## config.mk

```make
export PLATFORM = sky130hd
export DESIGN_NAME = regfile_sb
export DESIGN_NICKNAME = d
export VERILOG_FILES = /design/src/rtl/regfile_sb.sv
export SDC_FILE = /design/constraint.sdc
export NUM_CORES = 1
export LEC_CHECK = 0
export CORE_AREA = 2 2 187 189
export DETAILED_ROUTE_END_ITERATION = 6
export DIE_AREA = 0 0 189 191
export SYNTH_ARGS = -nofsm -noshare
export SYNTH_HDL_FRONTEND = slang
export SYNTH_SLANG_ARGS = --single-unit
```

## constraint.sdc

```tcl
create_clock -name clock -period 12 [get_ports clock]
set_input_delay 2.4 -clock clock [delete_from_list [all_inputs] [get_ports clock]]
set_output_delay 2.4 -clock clock [all_outputs]
set_load 0.01 [all_outputs]
```

## src/rtl/regfile_sb.sv

```systemverilog
// Scoreboarded register file: NUM_RD combinational read ports, ALU (A) and load (B) write ports,
// per-register busy tracking for outstanding loads. Optional same-cycle forwarding under REGFILE_BYPASS_EN.
module regfile_sb #(
    parameter int WORD_WIDTH = 16,
    parameter int IDX_WIDTH  = 4,
    parameter int NUM_RD     = 2
) (
    input  logic                         clock,
    input  logic                         reset,
    input  logic [NUM_RD*IDX_WIDTH-1:0]  in_src_idx,
    output logic [NUM_RD*WORD_WIDTH-1:0] out_src,
    output logic [NUM_RD-1:0]            out_src_busy,
    input  logic                         in_wa_en,
    input  logic [IDX_WIDTH-1:0]         in_wa_idx,
    input  logic [WORD_WIDTH-1:0]        in_wa_data,
    input  logic                         in_wb_en,
    input  logic [IDX_WIDTH-1:0]         in_wb_idx,
    input  logic [WORD_WIDTH-1:0]        in_wb_data,
    input  logic                         in_issue,
    input  logic [IDX_WIDTH-1:0]         in_issue_idx,
    output logic [IDX_WIDTH:0]           out_pending,
    output logic                         out_wr_conflict
);
    localparam int NUM_REGS = 1 << IDX_WIDTH;

    logic [WORD_WIDTH-1:0] regs [NUM_REGS];
    logic [NUM_REGS-1:0]   busy;
    logic [NUM_REGS-1:0]   busy_next;
    logic [IDX_WIDTH:0]    pending_next;
    logic                  wa_hit;
    logic                  wb_hit;
    logic                  issue_hit;
    logic                  same_dst;

    assign wa_hit    = in_wa_en && (in_wa_idx != '0);
    assign wb_hit    = in_wb_en && (in_wb_idx != '0);
    assign issue_hit = in_issue && (in_issue_idx != '0);
    assign same_dst  = wa_hit && wb_hit && (in_wa_idx == in_wb_idx);

    // Set is applied after clear so a newly issued load wins over a completing one.
    always_comb begin
        busy_next = busy;
        if (wb_hit) busy_next[in_wb_idx] = 1'b0;
        if (issue_hit) busy_next[in_issue_idx] = 1'b1;
    end

    always_comb begin
        pending_next = '0;
        for (int i = 0; i < NUM_REGS; i++) begin
            pending_next = pending_next + {{IDX_WIDTH{1'b0}}, busy_next[i]};
        end
    end

    always_ff @(posedge clock) begin
        if (reset) begin
            for (int i = 0; i < NUM_REGS; i++) begin
                regs[i] <= '0;
            end
            busy            <= '0;
            out_pending     <= '0;
            out_wr_conflict <= 1'b0;
        end else begin
            if (wa_hit && !same_dst) regs[in_wa_idx] <= in_wa_data;
            if (wb_hit) regs[in_wb_idx] <= in_wb_data;
            busy            <= busy_next;
            out_pending     <= pending_next;
            out_wr_conflict <= same_dst;
        end
    end

    for (genvar k = 0; k < NUM_RD; k++) begin : g_rd
        logic [IDX_WIDTH-1:0]  idx;
        logic [WORD_WIDTH-1:0] data;
        logic                  bsy;

        assign idx = in_src_idx[k*IDX_WIDTH +: IDX_WIDTH];

        always_comb begin
            data = (idx == '0) ? '0 : regs[idx];
            bsy  = busy[idx];
`ifdef REGFILE_BYPASS_EN
            // Port B has priority, matching the storage rule on a same-index collision.
            if (idx != '0) begin
                if (wb_hit && (in_wb_idx == idx)) begin
                    data = in_wb_data;
                    if (!(issue_hit && (in_issue_idx == idx))) bsy = 1'b0;
                end else if (wa_hit && (in_wa_idx == idx)) begin
                    data = in_wa_data;
                end
            end
`endif
        end

        assign out_src[k*WORD_WIDTH +: WORD_WIDTH] = data;
        assign out_src_busy[k]                     = bsy;
    end

endmodule

```

=== Yosys cells after proc, flatten, opt, wreduce, memory -nomap -nowiden ===
Memories as Yosys holds them, arrays and structs flattened.
Cells that the tools add are included.

* Memories: 1
* Output and inout bits: 40
* RAM bits: 256
* Bits in registers: 22
* Input port bits: 57

* Reduce and logical (&&, ||, !) cells: 16
* Bitwise gates (word level): 3
* Equality and inequality tests: 1
* Magnitude comparators: 6
* Muxes and demuxes: 26
* Add/subtract/negate cells: 15

{| class="wikitable"
|+ Memory list
! name !! depth !! bits a word !! rd ports !! clocked after Yosys merged registers in !! wr ports !! line !! source
|-
| regs || 16 || 16 || 2 || 0 || 16 || 26 || <nowiki>logic [WORD_WIDTH-1:0] regs [NUM_REGS];</nowiki>
|}

{| class="wikitable"
|+ Operators by type and width
! operator !! count
|-
| $mux 16 || 6
|-
| $add 5x1->5 || 11
|-
| $reduce_or 16->1 || 2
|-
| $lt 4x5->1 const B || 4
|-
| $and 16x16->16 || 1
|-
| $not 16->16 || 1
|-
| $or 16x16->16 || 1
|-
| $mux 1 || 14
|-
| $reduce_bool 4->1 || 3
|-
| $bmux 1 s4 || 2
|-
| $demux 1 s4 || 2
|-
| $ge 4x1->1 const B || 2
|-
| $logic_and 1x1->1 || 8
|-
| $logic_not 4->1 || 2
|-
| $mux 4 || 2
|-
| $add 4x1->5 || 1
|-
| $add 3x1->4 || 1
|-
| $eq 4x4->1 || 1
|-
| $add 2x1->3 || 1
|-
| $add 1x1->2 || 1
|-
| $logic_not 1->1 || 1
|}

=== Depth between registers and ports, before layout ===
Gate-level depths: netlist of run 1.

* Word-level depth: 24
* Gate-level depth with buffers: 17

=== Least setup slack after synthesis of run 1 ===
OpenSTA, ideal clock, no wires.

* Path kind: input port to output port
* Start: input in_src_idx[0]
* End: output out_src[10]
* Path slack: 5.576 ns
* Data arrival time: 4.024 ns
* Buffers on the path: 3
* Required time: 9.600 ns
* Stages on the path: 5
* Path through: buf_2 -> buf_2 -> buf_2 -> mux4_2 -> a221o_1

* Longest elaborated chain between the ends: 2
* Elaborated cells between the ends (all ways): 3
* Classes of those cells: mux: 1; reduce/logical: 1; memory: 1

{| class="wikitable"
|+ RTL lines
! item !! line !! source
|-
| start, declared || 10 || <nowiki>input logic [NUM_RD*IDX_WIDTH-1:0] in_src_idx,</nowiki>
|-
| $mem_v2 16x16 or $logic_not 4->1 (tied branches) || -- ||
|-
| $mux 16 (*) || 79 || <nowiki>data = (idx == '0) ? '0 : regs[idx];</nowiki>
|-
| end, declared || 11 || <nowiki>output logic [NUM_RD*WORD_WIDTH-1:0] out_src,</nowiki>
|}

Mark *: on every way between the ends. The rest lies on a longest branch, timed or not.

=== Worst setup path in the final report of run 1 ===
* Start: input in_src_idx[4]
* End: output out_src[16]

Same word-level chain as after synthesis.

==> impl_metrics.ini, run 1 <==
[outcome]
outcome = complete, no violations

[critical_path]
worstPathMaxFanout = 23
start_kind = input port
critPathKind = input port to output port
rrSetupSlack_ns = 8.19
worst_setup_path_end_kind = output port
cp_data_arrival_time_ns = 5.32
r2r.worst_path.cells = 14
required_ns = 9.60

[global_routing]
grt_antenna_before_repair = 0
track_usage = 0.299
grt-ovfl-total = 0
grt_max_degree = 65
grt_pass1_vias = 12200
grt_pass1_wl_um = 78500

[cts]
clk_pin_slew_ns = 0.06
clock_sinks = 262
numCtsBuffers = 29
clk-insertion-delay-late_ns = 0.56
cts_root_buf = clkbuf_16
cts_hold_buf = 0
clockBufferDepth = 3
cts_tree = yes
cts_max_level = 1
post_cts_buffers = 0
cts_resized = 0

[yosys]
synth-simple-area-share = 0.0802
synth-xor-area-share = 0.00289
synth_top_cell_area_share = 0.476
yosysTopAreaCell = edfxtp_1
synth_nets = 1281
synth-compound-area-share = 0.162
yosysUniqueCellTypes = 47
dominantRegCellSynth = edfxtp_1
syn_avg_cell_area_um2 = 12.5
synthMuxAreaShare = 0.192
yosysSeqAreaShare = 0.505
synthAdderAreaFrac = 0.0174
synthTopCellsByArea = edfxtp_1, mux4_2, o22ai_1
synth_edf_count = 240
synth_top_family_by_area = multiplexers
ys_ff_latch = 262
ys.warnings.count = 0
async_reset_ff_frac = 0
syn_inst = 1209
syn-cell-area_um2 = 15100

[cells_and_area]
drive_gt1_frac = 0.190
final_nets = 1325
utilization = 0.511
mostFrequentLayoutCells = o22ai_1, edfxtp_1, nand2_1
n_antenna_cell = 0
fin_area_um2 = 17400
area_delta_synth_final_pct = 15.1

[sta]
rsz0062_at_grt = no
tns_ns = 0
tightest_slew_ns = 1.12
timing.final.crit_share = 0.643
fmax_ghz = 0.130
period_needed_ns = 7.72
hold_violations = 0
slew_headroom = 0.250
fin_skew_ns = 0.00252
setup_viol = 0
drv_slew = 0

[die]
initial_core_util = 0.444
io_pins = 97
core_um2 = 34100
core.rowCount = 68
dieArea_um2 = 36100
die_w_um = 189
dieHeight_um = 191

[route]
drt-total-wl_um = 54400
wl_met2_um = 25400
num_vias = 12400
wl_per_cell_um = 31.4
wl_met3_um = 7160
wl_met1_um = 20000
ant_nets = 0
drc = 0
viasPerCell = 7.17
highest_layer = met5
drtPass1Iterations = 6
initialDrtViolationCount = 1977

[placement]
hpwl_um = 30700
place_area_um2 = 16500
gp_congestion = 0.825
portBuffers = 96

[power_and_ir_drop]
p_total_mw = 2.34
p_per_area_nw_per_um2 = 134
leakage_nw = 5.47
ir_worst_vdd_uv = 110

[min_path]
hp-class = flop to flop
hold-path-cell-count = 1

[flow_run]
max_cap_violations = 0
## worst paths after layout
| check | startpoint | end |
|---|---|---|
| min | busy[0]$_SDFF_PP0_ | busy[0]$_SDFF_PP0_ |
| max | in_src_idx[4] | out_src[16] |
| max reg2reg | busy[13]$_SDFF_PP0_ | out_pending[4]$_SDFF_PP0_ |
| min reg2reg | busy[0]$_SDFF_PP0_ | busy[0]$_SDFF_PP0_ |
## critical path: stages
cell and delay, ns:
clkdlybuf4s50_1 0.45, buf_4 0.41, nand2b_1 0.93, o21ai_0 0.21
a21oi_1 0.29, clkdlybuf4s50_1 0.60
## sequential cells by signal, summed over array words and instances, names as in the netlist
name / count
busy: 16
out_pending: 5
out_wr_conflict: 1
regs: 240
## power breakdown
group / total, mW / switching [mW] / internal, mW
Combinational: 0.388 / 0.221 / 0.167
Clock: 0.856 / 0.371 / 0.485
Sequential: 1.09 / 0.0330 / 1.06
Total: 2.34 / 0.625 / 1.71
## final cells by class
class / instances / area (um^2)
fillers: 2937 / 16700
flip-flops and latches: 262 / 7650
multi-input cells: 804 / 6980
repair buffers: 140 / 1270
clock buffers: 34 / 744
well taps: 455 / 569
clock inverters: 20 / 151
inverters: 16 / 60.1
## cells in the mapped netlist, types with 20 or more instances
| cell | instances |
|---|---|
| a21oi_1 | 20 |
| mux2i_1 | 21 |
| buf_2 | 40 |
| o22ai_1 | 240 |
| edfxtp_1 | 240 |
| a221o_1 | 29 |
| nand2_1 | 151 |
| mux4_2 | 104 |
| clkbuf_1 | 80 |
| mux2_2 | 32 |
| nor2b_1 | 29 |
| dfxtp_1 | 22 |
## metal layers
layer  global-route usage  up-vias
met3               0.0668      142
met5               0.0110        -
met4                0.101        2
met1                0.400     6186
met2                0.483     1004
li1                     -     5072
## stage by stage
step	cells	hold slack [ns]	worst slack, ns
floorplan	1209	0.467	5.58
global placement	1677	0.533	4.32
detailed placement	1677	0.531	4.31
CTS	1731	0.540	4.28
global route	1731	0.567	4.12
finish	1731	0.537	4.28
## logic make-up (layout without fill, tap and decap cells)
kind of cell               count (synthesis)  in the layout
AOI/OAI and AO/OA                        362            362
and+or+nand+nor                          265            265
DFF                                      262            262
muxes                                    157            157
buffers and inverters                    143            210
adders and majority gates                 15             15
xor gates and xnor gates                   5              5
(Power assumes the default switching activity.)
==> run 2: changes to the inputs <==
PLACE_DENSITY = 0.65   (was not set)
clock period = 6.7 ns   (was 12 ns; I/O delays follow)
==> run 2 against run 1 <==
Net effect:
- largest cell class unchanged
- die area is the same
- register-to-register slack lost 5.3 ns
- worst setup slack lost 3.0 ns
- core utilization grew 0.38 points
- critical endpoint is now out_pending[4]$_SDFF_PP0_
==> impl_metrics.ini, run 2 (synthesis results as in run 1) <==
[critical_path]
cp_data_arrival_time_ns = 5.89
required_ns = 7.17
critPathKind = input port to flop
start_kind = input port
cpLargestDelayFamily = adder cells
worstPathMaxFanout = 13
worst_path_most_repeated_cell = fa_1
critPathSlowestCell = clkdlybuf4s50_1
cpPeakStageDelay_ns = 0.60
path_cells = clkdlybuf4s50_1 -> and2_1 -> buf_4 -> nand2_1 -> a22o_1 -> fa_1 -> inv_1 -> fa_1 -> fa_1 -> inv_1 -> fa_1 -> ha_1 -> inv_1 -> fa_1 -> inv_1 -> a21oi_1 -> nor3b_1
cp_num_buf_inv = 6
worst_setup_path_end_kind = flop

[die]
core_um2 = 34100
core.rowCount = 68
dieArea_um2 = 36100
dieHeight_um = 191
die_w_um = 189
initial_core_util = 0.444
io_pins = 97

[route]
drt-total-wl_um = 53100
num_vias = 12400
wl_per_cell_um = 30.5
viasPerCell = 7.14
initialDrtViolationCount = 2070
ant_nets = 0
drc = 0
drtPass1Iterations = 6

[placement]
portBuffers = 96
hpwl_um = 32400
dp_slack_ns = 0.755
gp_congestion = 0.873
place_area_um2 = 16600
place_inst = 1689

[sta]
period_needed_ns = 5.42
rsz0062_at_grt = no
hold_violations = 0
setup_slack_ns = 1.28
whs_ns = 0.571
fin_skew_ns = 0.00637
fmax_ghz = 0.184
setup_viol = 0
tns_ns = 0
drv_slew = 0
slew_headroom = 0.215
timing.final.crit_share = 0.809
tightest_slew_ns = 1.17

[cells_and_area]
fillerInstances = 2863
utilization = 0.514
largest_reg_flops = 240
final_nets = 1335
fin_area_um2 = 17500
regMostFlops = regs
multiInputGateArea_um2 = 6990
drive_gt1_frac = 0.203
final_cells = 1739
top_regs = regs (240), busy (16), out_pending (5)
mostFrequentLayoutCells = o22ai_1, edfxtp_1, nand2_1
area_delta_synth_final_pct = 15.9
layout.area.seq_um2 = 7650

[cts]
cts_tree = yes
clockBufferDepth = 3
post_cts_buffers = 0
numCtsBuffers = 27
cts_hold_buf = 0
clock_sinks = 262
clk-insertion-delay-late_ns = 0.55
cts_max_level = 1
cts_resized = 0
clk_pin_slew_ns = 0.06
cts_root_buf = clkbuf_16

[global_routing]
grt_pass1_vias = 12200
grt-ovfl-total = 0
track_usage = 0.291
grt_max_degree = 65
grt_pass1_wl_um = 77400
grt_antenna_before_repair = 0

[power_and_ir_drop]
p_per_area_nw_per_um2 = 241
internal-power_mw = 3.13
pwr-share-comb = 0.165
seq_power_share = 0.461
p_sw_mw = 1.11
switching_share = 0.262
ir_worst_vdd_uv = 156
clock_power_share = 0.374
leakage_nw = 5.55
p_total_mw = 4.23

[flow_run]
max_cap_violations = 0

[outcome]
outcome = complete, no violations

[min_path]
hp-class = flop to flop
-- run 2: per-layer routing --
layer | GRT usage | part of all wire
met1 | 0.388 | 0.37
met2 | 0.458 | 0.45
met3 | 0.0720 | 0.13
met4 | 0.118 | 0.046
met5 | 0 | 0
-- run 2: final timing paths --
kind | cells after the start | to | slack [ns] | startpoint
worst max-delay path | 17 | out_pending[4]$_SDFF_PP0_ | 1.28 | in_wb_idx[0]
worst min-delay path | 1 | busy[0]$_SDFF_PP0_ | 0.57 | busy[0]$_SDFF_PP0_
worst max register to register | 14 | out_pending[4]$_SDFF_PP0_ | 2.94 | busy[13]$_SDFF_PP0_
worst min register to register | 1 | busy[0]$_SDFF_PP0_ | 0.57 | busy[0]$_SDFF_PP0_
-- run 2: layout make-up --
class / count / share of cell area
clock buffers: 27 / 0.0385
clock inverters: 22 / 0.0140
multi-input cells: 804 / 0.398
well taps: 455 / 0.0324
flip-flops and latches: 262 / 0.436
inverters: 16 / 0.00342
repair buffers: 152 / 0.0774
diodes: 1 / 0.000143
-- run 2: worst register-to-register path: cells and delay by family, from the launching register on --
family                     cells  cell delay (ns)
DFF                            1             0.38
adders and majority gates      6             2.69
and+or+nand+nor                1             0.16
AOI/OAI and AO/OA              2             0.18
buffers and inverters          5             0.28
-- run 2: power groups by stage --
stage	logic [mW]	clock network, mW	registers [mW]
finish	0.697	1.58	1.95
global route	0.730	1.65	1.96
CTS	0.687	1.59	1.95
detailed placement	0.684	0	1.98
global placement	0.679	0	1.98
floorplan	0.404	0	1.96
